### src/rtl/i2c_rx_fifo.sv
// rtl/i2c_rx_fifo.sv - I2C receive byte FIFO with registered APB read data and sticky status flags
module i2c_rx_fifo #(
    parameter int DEPTH = 8,
    parameter int WIDTH = 8
) (
    input  logic                       pclk,
    input  logic                       rst,
    input  logic [WIDTH-1:0]           wr_data,
    input  logic                       wr_en,
    input  logic [1:0]                 rx_r_ena,
    input  logic                       flush,
    input  logic                       status_clear,
    output logic [WIDTH-1:0]           rd_data,
    output logic                       full,
    output logic                       empty,
    output logic [$clog2(DEPTH):0]     count,
    output logic                       overflow,
    output logic                       underflow
);
    localparam int PW = $clog2(DEPTH);
    localparam int CW = PW + 1;

    logic [WIDTH-1:0] mem [DEPTH];
    logic [PW-1:0]    wr_ptr;
    logic [PW-1:0]    rd_ptr;
    logic [CW-1:0]    count_next;
    logic             pop_req;
    logic             pop_ok;
    logic             push_ok;
    logic             ovf_set;
    logic             udf_set;

    assign full    = (count == CW'(DEPTH));
    assign empty   = (count == '0);
    assign pop_req = (rx_r_ena == 2'b11);

    // A pop frees a slot in the same edge, so a full FIFO still accepts a concurrent push.
    assign pop_ok  = !flush && pop_req && !empty;
    assign push_ok = !flush && wr_en && (!full || pop_ok);
    assign ovf_set = !flush && wr_en && full && !pop_ok;
    assign udf_set = !flush && pop_req && empty;

    always_comb begin
        count_next = count;
        if (flush) begin
            count_next = '0;
        end else begin
            case ({push_ok, pop_ok})
                2'b10:   count_next = count + CW'(1);
                2'b01:   count_next = count - CW'(1);
                default: count_next = count;
            endcase
        end
    end

    always_ff @(posedge pclk) begin
        if (push_ok) begin
            mem[wr_ptr] <= wr_data;
        end
    end

    always_ff @(posedge pclk or posedge rst) begin
        if (rst) begin
            wr_ptr    <= '0;
            rd_ptr    <= '0;
            count     <= '0;
            rd_data   <= '0;
            overflow  <= 1'b0;
            underflow <= 1'b0;
        end else begin
            count <= count_next;
            if (flush) begin
                wr_ptr <= '0;
                rd_ptr <= '0;
            end else begin
                if (push_ok) begin
                    wr_ptr <= wr_ptr + PW'(1);
                end
                if (pop_ok) begin
                    rd_data <= mem[rd_ptr];
                    rd_ptr  <= rd_ptr + PW'(1);
                end
            end
            // A new event in the same cycle as a clear keeps the flag set.
            overflow  <= (overflow  && !status_clear) || ovf_set;
            underflow <= (underflow && !status_clear) || udf_set;
        end
    end
endmodule

### config.mk
export PLATFORM = sky130hd
export DESIGN_NAME = i2c_rx_fifo
export DESIGN_NICKNAME = d
export VERILOG_FILES = /design/src/rtl/i2c_rx_fifo.sv
export SDC_FILE = /design/constraint.sdc
export NUM_CORES = 1
export LEC_CHECK = 0
export CORE_MARGIN = 3
export CORE_UTILIZATION = 35
export CTS_CLUSTER_SIZE = 24
export DETAILED_ROUTE_END_ITERATION = 12
export PLACE_DENSITY = 0.59
export RECOVER_POWER = 100
export REMOVE_ABC_BUFFERS = 1
export SLEW_MARGIN = 40
export SYNTH_ARGS = -nofsm -noshare
export SYNTH_HDL_FRONTEND = slang
export SYNTH_SLANG_ARGS = --single-unit
### constraint.sdc
create_clock -name pclk -period 3.95 [get_ports pclk]
set_input_delay 0.79 -clock pclk [delete_from_list [all_inputs] [get_ports pclk]]
set_output_delay 0.79 -clock pclk [all_outputs]
set_load 0.1 [all_outputs]
==> impl_summary.txt, run 1 <==
----------------------------------------------------
[Routing]
  Drt pass-1 iters ... 4
  Vias post-DR ... 1855
  DR iter-0 viols ... 108
  Aggregate routed wire length ... 6460 µm
  Number of antenna-violating nets in the routed design ... 0
  Final routed DRC violation total ... 0
  Number of vias per cell after detailed routing ... 4.77
  Average wire per cell in the routed design ... 16.6 µm

[Placed design]
  Post-Place Worst Slack ... 0.692 ns
  Routability cong. ... 0.766
  Number of port buffers ... 30
  Detailed placer's ending HPWL ... 4260 µm

[Logic synthesis]
  Post-synth top area share ... 55.5%
  Syn Std Cell Area ... 3470 µm²
  Biggest area contributors in the synthesized netlist ... sky130_fd_sc_hd__edfxtp_1 55%, sky130_fd_sc_hd__dfrtp_1 14%, sky130_fd_sc_hd__mux4_2 10%
  Seq/Total Area, Yosys ... 69.9%
  Number of enable flip-flop cells after synthesis ... 64
  Number of standard cells after synthesis ... 210
  Post-synth top cells ... 64 x sky130_fd_sc_hd__edfxtp_1, 21 x sky130_fd_sc_hd__nor2_1, 20 x sky130_fd_sc_hd__dfrtp_1
  Number of distinct standard cells referenced by the synthesized netlist ... 36
  Post-synth top area cell ... sky130_fd_sc_hd__edfxtp_1
  Per-instance average area after synthesis ... 16.5 µm²
  Synth Warn # ... 0
  Predominant post-synthesis flop cell ... sky130_fd_sc_hd__edfxtp_1
  Synthesis-stage register bit count ... 84
  Most common cell in the synthesized netlist ... sky130_fd_sc_hd__edfxtp_1
  Share of flip-flops with an asynchronous set or reset after synthesis ... 23.8%

[Global route]
  Via count of the first global-routing pass ... 1929
  Initial antenna violation count ... 0
  Remaining global-route overflow ... 0
  Pin count of the biggest net entering global routing ... 21
  Gr usage total ... 12.4%
  Wire length of the first global-routing pass ... 10500 µm

[STA]
  Total count of hold-check failures in the final report ... 0
  Number of max-slew violations in the final report ... 0
  Setup ws final ... 0.698 ns
  Clock Skews ... 0.0130 ns
  Smallest hold slack ... 0.533 ns
  Relative max-transition margin ... 22.3%
  Measured slew at the worst slew-check pin ... 1.17 ns
  Achievable clock frequency ... 307 MHz
  Period utilisation layout ... 82.3%
  Accumulated negative setup slack ... 0 ns
  Unrepaired setup endpoints after global routing ... no
  Final critical-path required period ... 3.25 ns
  Final number of setup-violating endpoints ... 0

[Die]
  Row count ... 35
  Die area ... 11100 µm²
  Count of boundary I/O pins ... 31
  Overall die height ... 106 µm
  Chip width ... 106 µm
  Placeable Area ... 9420 µm²
  Effective utilization at floorplan ... 36.8%

[Clock network]
  Post-CTS sizing ... 0
  Number of post-CTS setup repair buffers ... 0
  Number of levels the H-tree was split into ... 3
  Skew-Pair Late Insertion Delay ... 0.35 ns
  Buffer cell driving the clock tree root ... sky130_fd_sc_hd__clkbuf_8
  Num CTS Buffers ... 9
  CTS tree ... done
  Maximum clock path buffer count ... 2
  Clock Pin Slew Worst Setup and Hold Paths ... 0.09 ns
  Total clock sinks ... 84
  Hold-fix buffers at CTS ... 0

[Hold path]
  Startpoint of the worst hold path ... underflow$_DFF_PP0_
  Worst min-delay path class ... reg -> reg

[Setup path]
  Worst reg2reg path startpoint ... count[0]$_DFFE_PP0P_
  Data required time of the critical path ... 3.16 ns
  CP endpoint kind ... primary output
  Worst setup path category ... reg -> out
  Critical Path Start ... count[0]$_DFFE_PP0P_
  Top fanout value on the critical path ... 8
  Kind of start point of the critical path ... flip-flop
  Endpoint arrival time on the critical path ... 2.46 ns

[Cells and area]
  Area growth from synthesis to layout ... 18.2%
  Antenna Diode Count ... 0
  Final-stage net count ... 274
  Fraction of layout cells with a size suffix above 1 ... 13.1%

[Pwr]
  Max VDD drop ... 0.349 mV
  P per Cell Area ... 639 nW/µm²
  Pleak ... 1.41 nW

[Flow run]
  Max-cap viol count ... 0

[Run status]
  Run status ... completed

----------------------------------------------------
per-stage QoR:
step / power, mW / instance area (µm²) / instances / util, %
2_1_floorplan: 1.74 / 3440 / 203 / -
3_3_place_gp: 1.95 / 3980 / 373 / 42.2
3_5_place_dp: 1.90 / 3910 / 373 / 41.5
4_1_cts: 2.68 / 4160 / 389 / 44.2
5_1_grt: 2.73 / 4100 / 389 / 43.5
6_report: 2.62 / 4100 / 389 / 43.5
per-layer routing:
layer,routed length [µm],up-vias,global-route usage (%)
met3,246,6,3.92
met5,0,-,0
met1,3040,922,17.0
li1,-,901,-
met4,66,0,3.05
met2,3110,26,19.4
critical path, stage by stage, from the launching register on:
cell and delay, ns:
sky130_fd_sc_hd__dfrtp_1 0.46, sky130_fd_sc_hd__or4_4 0.60, sky130_fd_sc_hd__clkinv_1 0.17, sky130_fd_sc_hd__clkbuf_1 0.89
flip-flops by register name (all words and copies together) (netlist names):
name       count
rd_ptr         3
rd_data        8
wr_ptr         3
overflow       1
mem           64
count          4
underflow      1
path summary, 6_finish.rpt:
path                                          end  slack (ns)  cells after the start
max in group asynchronous   rd_ptr[1]$_DFFE_PP0P_        2.33                      2
hold / removal                underflow$_DFF_PP0_        0.53                      2
hold reg to reg               underflow$_DFF_PP0_        0.53                      2
setup reg to reg             count[3]$_DFFE_PP0P_        1.42                      7
setup / recovery                            empty        0.70                      3
min in group asynchronous  rd_data[7]$_DFFE_PP0P_        1.05                      2
power breakdown:
| group | internal (mW) | switching (mW) | leakage, nW | total [mW] |
|---|---|---|---|---|
| Sequential | 1.02 | 0.0532 | 0.828 | 1.08 |
| Clock | 0.483 | 0.292 | 0.125 | 0.774 |
| Combinational | 0.148 | 0.621 | 0.454 | 0.769 |
| Total | 1.65 | 0.966 | 1.41 | 2.62 |
layout make-up:
| type | count | area [µm²] |
|---|---|---|
| Multi-Input combinational cell | 110 | 978 |
| Sequential cell | 84 | 2420 |
| Clock inverter | 5 | 124 |
| Tap cell | 129 | 161 |
| Inverter | 9 | 33.8 |
| Clock buffer | 11 | 131 |
| Timing Repair Buffer | 41 | 245 |
| Fill cell | 855 | 5320 |
cells in the final DEF, fill, tap and decap left out, types with 3 or more instances in the layout:
cell,count
sky130_fd_sc_hd__inv_1,8
sky130_fd_sc_hd__clkbuf_1,28
sky130_fd_sc_hd__xor2_1,4
sky130_fd_sc_hd__dfrtp_1,19
sky130_fd_sc_hd__a21oi_1,13
sky130_fd_sc_hd__edfxtp_1,64
sky130_fd_sc_hd__mux2i_1,12
sky130_fd_sc_hd__clkbuf_8,9
sky130_fd_sc_hd__nand2_1,6
sky130_fd_sc_hd__nand2b_1,4
sky130_fd_sc_hd__bufinv_16,4
sky130_fd_sc_hd__mux4_2,16
sky130_fd_sc_hd__nand3_1,3
sky130_fd_sc_hd__clkdlybuf4s50_1,3
sky130_fd_sc_hd__nor2_1,21
sky130_fd_sc_hd__dlygate4sd3_1,11
sky130_fd_sc_hd__o21ai_0,5
sky130_fd_sc_hd__ha_1,4
kinds of logic after synthesis:
group                    Yosys count  share of synthesized area [%]
AND/OR/NAND/NOR                   48                           7.29
adder cells (fa/ha/maj)            4                           1.44
multiplexers                      30                           14.5
AO/OA/AOI/OAI                     24                           4.04
flip-flops                        84                           69.9
XOR/XNOR                           4                           1.01
buffers and inverters             16                           1.80
(Power assumes the default switching activity.)
==> run 2: changes to the inputs <==
Settings changed: PLACE_DENSITY 0.59 to 0.61.
Clock period 3.95 ns to 2.8 ns, I/O delays scaled along.
==> run 2 against run 1 <==
Net effect: first-iteration DRC count shrank 18%; global-route usage grew 0.053 points; clock skew is 0.0039 ns lower; sequential share of layout area up 0.060 points; die area is the same; critical path depth stayed put; worst setup slack got worse by 0.48 ns; clock-buffer cell count decreased by 2.
==> impl_summary.txt, run 2 (synthesis gave the netlist of run 1 again) <==
----------------------------------------------------
[Clock network]
  Num CTS Buffers ... 9
  Number of levels the H-tree was split into ... 3
  Maximum clock path buffer count ... 2
  Number of post-CTS setup repair buffers ... 0
  Buffer cell driving the clock tree root ... sky130_fd_sc_hd__clkbuf_8
  Clock Pin Slew Worst Setup and Hold Paths ... 0.09 ns
  Hold-fix buffers at CTS ... 0
  Post-CTS sizing ... 0
  Skew-Pair Late Insertion Delay ... 0.35 ns
  CTS tree ... done
  Total clock sinks ... 84

[Setup path]
  CP endpoint kind ... primary output
  Data required time of the critical path ... 2.24 ns
  Kind of start point of the critical path ... flip-flop
  Worst setup path category ... reg -> out
  Worst reg2reg path startpoint ... count[0]$_DFFE_PP0P_
  Top fanout value on the critical path ... 8
  Endpoint arrival time on the critical path ... 2.03 ns
  Worst reg-to-reg path cell count ... 7
  Worst R2R Setup Slack ... 0.27 ns
  Critical Path Start ... count[0]$_DFFE_PP0P_

[Cells and area]
  Commonest cells after routing, fill and taps aside ... 64 x sky130_fd_sc_hd__edfxtp_1, 24 x sky130_fd_sc_hd__clkbuf_1, 21 x sky130_fd_sc_hd__nor2_1
  Commonest non-fill, non-tap cell in the layout ... sky130_fd_sc_hd__edfxtp_1
  Fraction of layout cells with a size suffix above 1 ... 17.4%
  Final-stage net count ... 284
  Regs by FF count ... mem x64, rd_data x8, count x4
  Antenna Diode Count ... 0
  Finished Layout Cells ... 399
  Reg with most FFs ... mem
  Max FFs per register ... 64
  Area growth from synthesis to layout ... 18.1%

[Die]
  Die area ... 11100 µm²
  Count of boundary I/O pins ... 31
  Overall die height ... 106 µm
  Row count ... 35
  Placeable Area ... 9420 µm²
  Effective utilization at floorplan ... 36.8%
  Chip width ... 106 µm

[Routing]
  DR iter-0 viols ... 89
  Final routed DRC violation total ... 0
  Vias post-DR ... 1936
  Number of antenna-violating nets in the routed design ... 0
  Aggregate routed wire length ... 6510 µm
  Number of vias per cell after detailed routing ... 4.85
  Average wire per cell in the routed design ... 16.3 µm
  Drt pass-1 iters ... 4

[STA]
  Clock Skews ... 0.00906 ns
  Relative max-transition margin ... 17.7%
  Total count of hold-check failures in the final report ... 0
  Achievable clock frequency ... 387 MHz
  Unrepaired setup endpoints after global routing ... no
  Period utilisation layout ... 92.4%
  Setup ws final ... 0.214 ns
  Number of max-slew violations in the final report ... 0
  Measured slew at the worst slew-check pin ... 1.23 ns
  Final critical-path required period ... 2.59 ns
  Accumulated negative setup slack ... 0 ns
  Smallest hold slack ... 0.528 ns
  Final number of setup-violating endpoints ... 0

[Placed design]
  Number of port buffers ... 30
  Cell count after placement ... 383
  Routability cong. ... 0.735
  Post-Place Worst Slack ... 0.0125 ns
  Detailed placer's ending HPWL ... 4360 µm

[Pwr]
  P per Cell Area ... 838 nW/µm²
  Max VDD drop ... 0.637 mV
  Pleak ... 1.43 nW
  Overall power consumption ... 3.43 mW

[Global route]
  Pin count of the biggest net entering global routing ... 21
  Gr usage total ... 12.5%
  Initial antenna violation count ... 0
  Via count of the first global-routing pass ... 1958
  Remaining global-route overflow ... 0
  Wire length of the first global-routing pass ... 10600 µm

[Flow run]
  Max-cap viol count ... 0

[Hold path]
  Worst min-delay path class ... reg -> reg
  Startpoint of the worst hold path ... underflow$_DFF_PP0_
  Hold path depth ... 2

[Run status]
  Run status ... completed

----------------------------------------------------
-- run 2: changes by cell type in the layout (fill, tap and decap cells not counted), sizes merged --
cell / change
buf: +6
bufinv: -4
clkbuf: +2
clkdlybuf4s50: +1
clkinv: +1
clkinvlp: +1
dlygate4sd3: -1
inv: +4
-- run 2: report_power, final --
part	total, mW	switching [mW]	internal, mW
Clock	0.814	0.470	0.344
Combinational	1.09	0.868	0.223
Sequential	1.53	0.0848	1.44
-- run 2: path summary, 6_finish.rpt --
path,end
min in group asynchronous,rd_data[1]$_DFFE_PP0P_
setup reg to reg,count[3]$_DFFE_PP0P_
max in group asynchronous,count[1]$_DFFE_PP0P_
setup / recovery,full
hold / removal,underflow$_DFF_PP0_
hold reg to reg,underflow$_DFF_PP0_
-- run 2: metal layers --
metal	global-route usage (%)	routed length, µm
met5	0	0
met4	2.50	46
met3	3.92	372
met2	20.2	3260
met1	16.7	2840
-- run 2: worst max-delay path, cell delays in order (launching register included) --
cell and delay, ns:
sky130_fd_sc_hd__dfrtp_1 0.46, sky130_fd_sc_hd__or4b_1 0.64, sky130_fd_sc_hd__inv_1 0.14, sky130_fd_sc_hd__buf_2 0.44
-- run 2: metrics by stage --
| stage | area (µm²) | util, % |
|---|---|---|
| 2_1_floorplan | 3440 | - |
| 3_3_place_gp | 4040 | 42.9 |
| 3_5_place_dp | 4040 | 42.9 |
| 4_1_cts | 4230 | 44.9 |
| 5_1_grt | 4090 | 43.5 |
| 6_report | 4090 | 43.5 |
-- run 2: cell type report --
| cell class | count | area [µm²] |
|---|---|---|
| multi-input combinational | 110 | 972 |
| fill | 859 | 5320 |
| sequential | 84 | 2420 |
| timing repair buffer | 51 | 313 |
| clock inverter | 7 | 65.1 |
| tap | 129 | 161 |
| inverter | 9 | 33.8 |
| clock buffer | 9 | 124 |
==> run 3: changes to the inputs <==
Settings changed: HOLD_SLACK_MARGIN set to 0.06.
==> results of run 3 <==
The final DEF is identical to that of run 2; final timing and power are the same.
